`src/rtl/intc_prio.sv`:
```
// intc_prio: four-source fixed-priority interrupt controller.
// Synchronises and edge-detects the request lines, holds the pending and
// mask registers, picks the lowest-index enabled request, and tracks the
// request / in-service handshake with the CPU. Nesting is not supported.
module intc_prio #(
  parameter int                NSRC       = 4,
  parameter int                VEC_W      = 10,
  parameter logic [VEC_W-1:0]  VEC_BASE   = 10'h3F0,
  parameter int                VEC_STRIDE = 4
) (
  input  logic             clk,
  input  logic             reset,
  input  logic [NSRC-1:0]  irq_in,
  input  logic             mask_we,
  input  logic [NSRC-1:0]  mask_in,
  input  logic             cpu_ack,
  input  logic             cpu_reti,
  output logic             irq_req,
  output logic [VEC_W-1:0] irq_vec,
  output logic [1:0]       irq_id,
  output logic [NSRC-1:0]  pending,
  output logic [NSRC-1:0]  mask,
  output logic             in_service
);

  typedef enum logic [1:0] {IDLE, REQ, SERVICE} state_t;

  localparam logic [VEC_W-1:0] STRIDE_V = VEC_W'(VEC_STRIDE);

  state_t            state_q, state_d;
  logic [NSRC-1:0]   s1_q, s1_d, s2_q, s2_d, s3_q, s3_d;
  logic [NSRC-1:0]   pending_q, pending_d;
  logic [NSRC-1:0]   mask_q, mask_d;
  logic [1:0]        irq_id_q, irq_id_d;
  logic [VEC_W-1:0]  irq_vec_q, irq_vec_d;

  logic [NSRC-1:0]   rise;
  logic [NSRC-1:0]   cand;
  logic [NSRC-1:0]   clr;
  logic              win_valid;
  logic [1:0]        win_id;
  logic [VEC_W-1:0]  vec_calc;

  // Three-stage chain: s1/s2 resynchronise, s3 remembers the previous s2.
  // s3 resets to 0, so a line already high at reset release yields one edge.
  always_comb begin
    s1_d = irq_in;
    s2_d = s1_q;
    s3_d = s2_q;
    rise = s2_q & ~s3_q;
  end

  // Fixed-priority pick among enabled pending requests; lowest index wins.
  always_comb begin
    cand      = pending_q & mask_q;
    win_valid = |cand;
    win_id    = 2'd0;
    for (int i = NSRC - 1; i >= 0; i--) begin
      if (cand[i]) win_id = 2'(i);
    end
    // Vector wraps modulo 2^VEC_W by construction of the operand widths.
    vec_calc = VEC_BASE + STRIDE_V * VEC_W'(win_id);
  end

  // Handshake FSM: latch winner on IDLE->REQ, clear it on ack, release on reti.
  always_comb begin
    state_d   = state_q;
    irq_id_d  = irq_id_q;
    irq_vec_d = irq_vec_q;
    clr       = '0;
    case (state_q)
      IDLE: begin
        if (win_valid) begin
          state_d   = REQ;
          irq_id_d  = win_id;
          irq_vec_d = vec_calc;
        end
      end
      REQ: begin
        // Ack has precedence over a withdrawal caused by the mask.
        if (cpu_ack) begin
          clr[irq_id_q] = 1'b1;
          state_d       = SERVICE;
        end else if (!mask_q[irq_id_q]) begin
          state_d = IDLE;
        end
      end
      SERVICE: begin
        if (cpu_reti) state_d = IDLE;
      end
      default: state_d = IDLE;
    endcase
  end

  // Pending bits: a fresh edge in the same cycle as the ack clear survives.
  always_comb begin
    pending_d = (pending_q & ~clr) | rise;
    mask_d    = mask_we ? mask_in : mask_q;
  end

  // State register with asynchronous active-low clear of everything.
  always_ff @(posedge clk or negedge reset) begin
    if (!reset) begin
      state_q   <= IDLE;
      s1_q      <= '0;
      s2_q      <= '0;
      s3_q      <= '0;
      pending_q <= '0;
      mask_q    <= '0;
      irq_id_q  <= '0;
      irq_vec_q <= '0;
    end else begin
      state_q   <= state_d;
      s1_q      <= s1_d;
      s2_q      <= s2_d;
      s3_q      <= s3_d;
      pending_q <= pending_d;
      mask_q    <= mask_d;
      irq_id_q  <= irq_id_d;
      irq_vec_q <= irq_vec_d;
    end
  end

  assign irq_req    = (state_q == REQ);
  assign in_service = (state_q == SERVICE);
  assign irq_id     = irq_id_q;
  assign irq_vec    = irq_vec_q;
  assign pending    = pending_q;
  assign mask       = mask_q;

endmodule

```
`config.mk`:
```
export PLATFORM = sky130hd
export DESIGN_NAME = intc_prio
export DESIGN_NICKNAME = d
export VERILOG_FILES = /design/src/rtl/intc_prio.sv
export SDC_FILE = /design/constraint.sdc
export NUM_CORES = 1
export LEC_CHECK = 0
export CAP_MARGIN = 20
export CORE_MARGIN = 5
export CORE_UTILIZATION = 25
export CTS_CLUSTER_SIZE = 24
export DETAILED_ROUTE_END_ITERATION = 12
export MAX_ROUTING_LAYER = met4
export PLACE_DENSITY = 0.61
export SKIP_CTS_REPAIR_TIMING = 1
export SYNTH_ARGS = -nofsm -noshare
export SYNTH_HDL_FRONTEND = slang
export SYNTH_SLANG_ARGS = --single-unit
```
`constraint.sdc`:
```
create_clock -name clk -period 1.3 [get_ports clk]
set_input_delay 0.26 -clock clk [delete_from_list [all_inputs] [get_ports clk]]
set_output_delay 0.26 -clock clk [all_outputs]
set_load 0.05 [all_outputs]
```
==> impl_metrics.tcl, run 1 <==
set metrics [dict create \
    dr.pass1.iters 4 \
    htreeDepth 1 \
    drv_slew 0 \
    grt_start_max_net_pins 26 \
    synth_area_leaders "dfrtp_1, buf_4, mux2_1, a22oi_2, inv_1" \
    ys.flop_type "dfrtp_1" \
    rsz0062_at_grt "yes" \
    gp_routability_congestion 0.8451 \
    yosysTopAreaCell "dfrtp_1" \
    arrival_ns 1.11 \
    synth_most_common_cell "dfrtp_1" \
    grt_pass1_wl_um 3436 \
    status "finished, violations left" \
    coreArea_mm2 0.003716 \
    drt_iter0_drc 34 \
    r2r-end "irq_id[0]" \
    drc 0 \
    post-place-ws_ns -0.03676 \
    ys_types 22 \
    vias 683 \
    ys_ff_latch 25 \
    ys_warn_count 0 \
    fin_crit_sh_pct 105.7 \
    rows 22 \
    cp_max_fo 6 \
    grt_overflow_total 0 \
    r2r_cells 3 \
    clk_pin_slew_ns 0.08 \
    netlist_top_cells_count "dfrtp_1, buf_4, inv_1" \
    clock_path_buffers 2 \
    finalClockSkew_ns 0.003272 \
    postRouteAntennaNets 0 \
    initial_core_util_pct 26.26 \
    ys_seq_area_share_pct 64.10 \
    top_usage_layer "met2" \
    max_freq_mhz 727.5 \
    nets 132 \
    synth_top_area_share_pct 64.10 \
    wl_um 2106 \
    crit_type "flop to output port" \
    dieArea_mm2 0.005253 \
    diodes 0 \
    grt_use_total_pct 8.703 \
    met2_usage_pct 14.26 \
    avgSynthCellArea_um2 13.37 \
    syn_area_um2 975.9 \
    io_pins 35 \
    cts.sinks 25 \
    async_flop_share_pct 100.0 \
    cts_buffers 3 \
    die_w_um 72.48 \
    powerDensity_mw_per_mm2 2106 \
    leakagePower_nw 0.7635 \
    routed_via_density 4.114 \
    cp-end-kind "output port" \
    fin_setup_tns_ns -0.07449 \
    setup_ws_ns -0.07449 \
    clkLatencyLatePin_ns 0.26 \
    grt_use_met1_pct 9.775 \
    start_kind "flop" \
    period_needed_ns 1.374 \
    synth_edf_count 0 \
    peakVddDrop_uv 616.3 \
    hold_slack_ns 0.3383 \
    dieHeight_um 72.48 \
    ff2ff_setup_slack_ns 0.01 \
    grt_pass1_vias 733 \
    synthToLayoutAreaGrowth_pct 74.49 \
    finish.utilization_pct 45.82 \
    port_buffers 32 \
    netlist_instances 73 \
    met3_usage_pct 2.770 \
    cp.required_ns 1.04 \
    tritoncts "done" \
    hold_viol 0 \
    setup_viol 1 \
    drive_gt1_share_pct 50.00 \
    place_hpwl_um 1635 \
    hp-class "primary input to asynchronous set/reset pin" \
    cts-root-buf "clkbuf_8" \
    reg2reg_from "state_q[1]" \
    wl_per_cell_um 12.69 \
    maxCapViolations 0 \
    antenna_found_initial 0 \
    violations "setup timing" \
]
## registers in the layout, summed over array words and instances (netlist names)
name and flops:
s2_q 4, state_q 2, irq_id 1, irq_vec 2, pending 4, s3_q 4, mask 4, s1_q 4
## per-layer routing
metal  up-vias  part of all wire [%]  wire length [µm]
met5         -                     0                 0
met4         0                  0.57                12
met3         2                   7.9               166
met2        23                    52              1099
met1       329                    39               828
li1        329                     -                 -
## critical path, stage by stage, from the launching register on
cell     delay [ns]
dfrtp_2        0.46
and2b_2        0.24
buf_12         0.15
## kinds of logic after synthesis
family          after synthesis  share of synthesized area, %
mux                           6                         8.076
buf+inv                      15                         9.230
compound gates               14                         11.41
other cells                   1                        0.3842
flops                        25                         64.10
simple gates                 12                         6.796
## stage by stage
stage | cell area [µm²] | power [mW] | std cells
final | 1703 | 3.587 | 166
after CTS | 1648 | 3.463 | 160
after global placement | 1603 | 2.980 | 156
after floorplan | 994.7 | 2.030 | 74
after detailed placement | 1603 | 3.012 | 156
after global routing | 1703 | 3.772 | 166
## worst max path at each step
| stage | startpoint | end | slack [ns] |
|---|---|---|---|
| floorplan | mask[1] | irq_id[0] | -0.1 |
| global placement | cpu_ack | pending[2] | -0.01 |
| detailed placement | cpu_ack | pending[3] | -0.04 |
| CTS | irq_vec[8] | irq_vec[8] | -0.14 |
| global route | state_q[0] | irq_req | -0.11 |
| finish | state_q[0] | irq_req | -0.07 |
## cell type report
class                           count  area, µm²
Clock buffer                        4      45.04
Inverter                            6      22.52
Multi-Input combinational cell     34      272.8
Tap cell                           48      60.06
Sequential cell                    25      641.9
Timing Repair Buffer               49      660.6
Fill cell                         328       2013
## layout by cell type, fill, tap and decap left out, drive strengths merged
| cell type | Yosys | routed |
|---|---|---|
| nand2 | 4 | 4 |
| a21oi | 1 | 1 |
| clkdlybuf4s50 | 0 | 12 |
| mux2 | 5 | 5 |
| buf | 9 | 37 |
| clkbuf | 0 | 4 |
| conb | 1 | 2 |
| inv | 6 | 6 |
| dfrtp | 25 | 25 |
| a32oi | 1 | 1 |
| or2 | 1 | 1 |
| o32a | 1 | 1 |
| nor2b | 1 | 1 |
| nor3b | 1 | 1 |
| a211oi | 1 | 1 |
| mux4 | 1 | 1 |
| nor3 | 1 | 1 |
| o21ai | 4 | 4 |
| and3b | 1 | 1 |
| a21o | 2 | 2 |
| and2b | 1 | 1 |
| nand3 | 2 | 2 |
| o31ai | 2 | 2 |
| a22oi | 2 | 2 |
## power breakdown
part           internal, mW  switching (mW)
Clock                 0.218           0.219
Sequential            0.942           0.147
Combinational          1.05            1.01
Power figures use the tool's default switching activity.
==> run 2: changes to the inputs <==
SKIP_LAST_GASP = 1   (was not set)
==> results of run 2 <==
Final layout, timing and power as in run 1 (identical DEF).
==> run 3: changes to the inputs <==
PLACE_DENSITY = not set   (was 0.61)
PLACE_DENSITY_LB_ADDON = 0.15   (was not set)
SETUP_SLACK_MARGIN = 0.02   (was not set)
==> run 3 against run 2 <==
  * The flow still finishes with violations (setup timing)
  * Combinational power barely moved
  * Largest cell class unchanged
  * Critical endpoint unchanged
  * Sequential share of layout area fell by 0.11 points
  * Utilization rose by 0.13 points
  * Die area did not move
  * Sequential power barely moved
  * Critical path type unchanged
==> impl_metrics.tcl, run 3 (synthesis results as in run 1) <==
set metrics [dict create \
    slowest_stage "dfrtp_2" \
    port_buffers 32 \
    start_kind "flop" \
    hold_viol 0 \
    dieArea_mm2 0.005253 \
    finalClockSkew_ns 0.002801 \
    path_depth 2 \
    initial_core_util_pct 26.26 \
    hp-class "primary input to asynchronous set/reset pin" \
    tritoncts "done" \
    post-place-ws_ns -0.04147 \
    gp_routability_congestion 0.7604 \
    slowest_delay_ns 0.42 \
    antenna_found_initial 0 \
    setup_ws_ns -0.04672 \
    cp-end-kind "output port" \
    clkLatencyLatePin_ns 0.26 \
    cp_max_fo 4 \
    fin_setup_tns_ns -0.04672 \
    powerDensity_mw_per_mm2 2091 \
    cp.required_ns 1.04 \
    cp.buffers_inverters 1 \
    p_seq_share_pct 30.2 \
    grt_use_total_pct 8.164 \
    path_cells "and2b_4 > buf_12" \
    grt_pass1_wl_um 3236 \
    postRouteAntennaNets 0 \
    p_switching_mw 1.377 \
    peakVddDrop_uv 649.9 \
    p_int_mw 2.194 \
    fin_crit_sh_pct 103.6 \
    cts.sinks 25 \
    drv_slew 0 \
    rsz0062_at_grt "yes" \
    vias 683 \
    arrival_ns 1.09 \
    wl_um 2017 \
    crit_end "irq_req" \
    rows 22 \
    p_clk_share_pct 12.5 \
    synthToLayoutAreaGrowth_pct 75.00 \
    place_hpwl_um 1657 \
    drive_gt1_share_pct 51.30 \
    cts-root-buf "clkbuf_8" \
    routed_via_density 4.190 \
    grt_overflow_total 0 \
    die_w_um 72.48 \
    ff2ff_setup_slack_ns 0.02 \
    critPathLaunch "state_q[1]" \
    grt_start_max_net_pins 26 \
    maxCapViolations 0 \
    htreeDepth 1 \
    grt_pass1_vias 677 \
    coreArea_mm2 0.003716 \
    io_pins 35 \
    leakagePower_nw 0.7610 \
    r2r_cells 3 \
    status "finished, violations left" \
    reg2reg_from "state_q[1]" \
    cts_buffers 3 \
    dr.pass1.iters 3 \
    diodes 0 \
    path_delay_family "flip-flops" \
    dieHeight_um 72.48 \
    wl_per_cell_um 12.37 \
    most-common-layout-cells "buf_12, dfrtp_2, clkdlybuf4s50_1, dfrtp_1, buf_4" \
    nets 129 \
    layout_commonest_cell "buf_12" \
    violations "setup timing" \
    comb_power_share_pct 57.3 \
    r2r-end "irq_id[0]" \
    crit_type "flop to output port" \
    setup_viol 1 \
    clock_path_buffers 2 \
    p_sw_share_pct 38.56 \
    max_freq_mhz 742.5 \
    drc 0 \
    clk_pin_slew_ns 0.08 \
    period_needed_ns 1.347 \
    drt_iter0_drc 5 \
]
## run 3: routing by layer
metal / wire length, µm / track usage (%) / vias up
li1: - / - / 325
met4: 37 / 3.689 / 0
met3: 154 / 2.216 / 5
met2: 990 / 13.25 / 25
met1: 835 / 9.421 / 328
met5: 0 / - / -
## run 3: worst min path at each step
stage / from / end / slack [ns] / cells after the start
after floorplan: reset / irq_id[0] / -0.04 / 0
after global placement: s1_q[3] / s2_q[3] / 0.33 / 0
after detailed placement: s1_q[2] / s2_q[2] / 0.34 / 0
after CTS: reset / s1_q[3] / 0.33 / 2
after global routing: reset / s1_q[3] / 0.35 / 2
final: reset / s1_q[3] / 0.34 / 2
## run 3: cell type report
class                      instances  area [µm²]
timing repair buffer              46       653.1
inverter                           6       22.52
sequential                        25       641.9
tap                               48       60.06
clock inverter                     1       5.005
clock buffer                       3       41.29
fill                             351        2008
multi-input combinational         34       284.0
## run 3: power groups by stage
stage / logic [mW] / clock network, mW / registers, mW
2_1_floorplan: 0.610 / 0 / 1.43
3_3_place_gp: 1.88 / 0 / 1.11
3_5_place_dp: 1.89 / 0 / 1.11
4_1_cts: 1.89 / 0.478 / 1.10
5_1_grt: 2.15 / 0.486 / 1.10
6_report: 2.05 / 0.446 / 1.08
## run 3: through the flow
step / instance area [µm²] / hold slack [ns] / total power [mW] / std cells / utilization (%)
2_1_floorplan: 996.0 / -0.03559 / 2.044 / 74 / -
3_3_place_gp: 1597 / 0.3320 / 2.987 / 155 / 42.96
3_5_place_dp: 1597 / 0.3418 / 3.006 / 155 / 42.96
4_1_cts: 1643 / 0.3338 / 3.470 / 159 / 44.21
5_1_grt: 1708 / 0.3485 / 3.733 / 163 / 45.96
6_report: 1708 / 0.3360 / 3.572 / 163 / 45.96
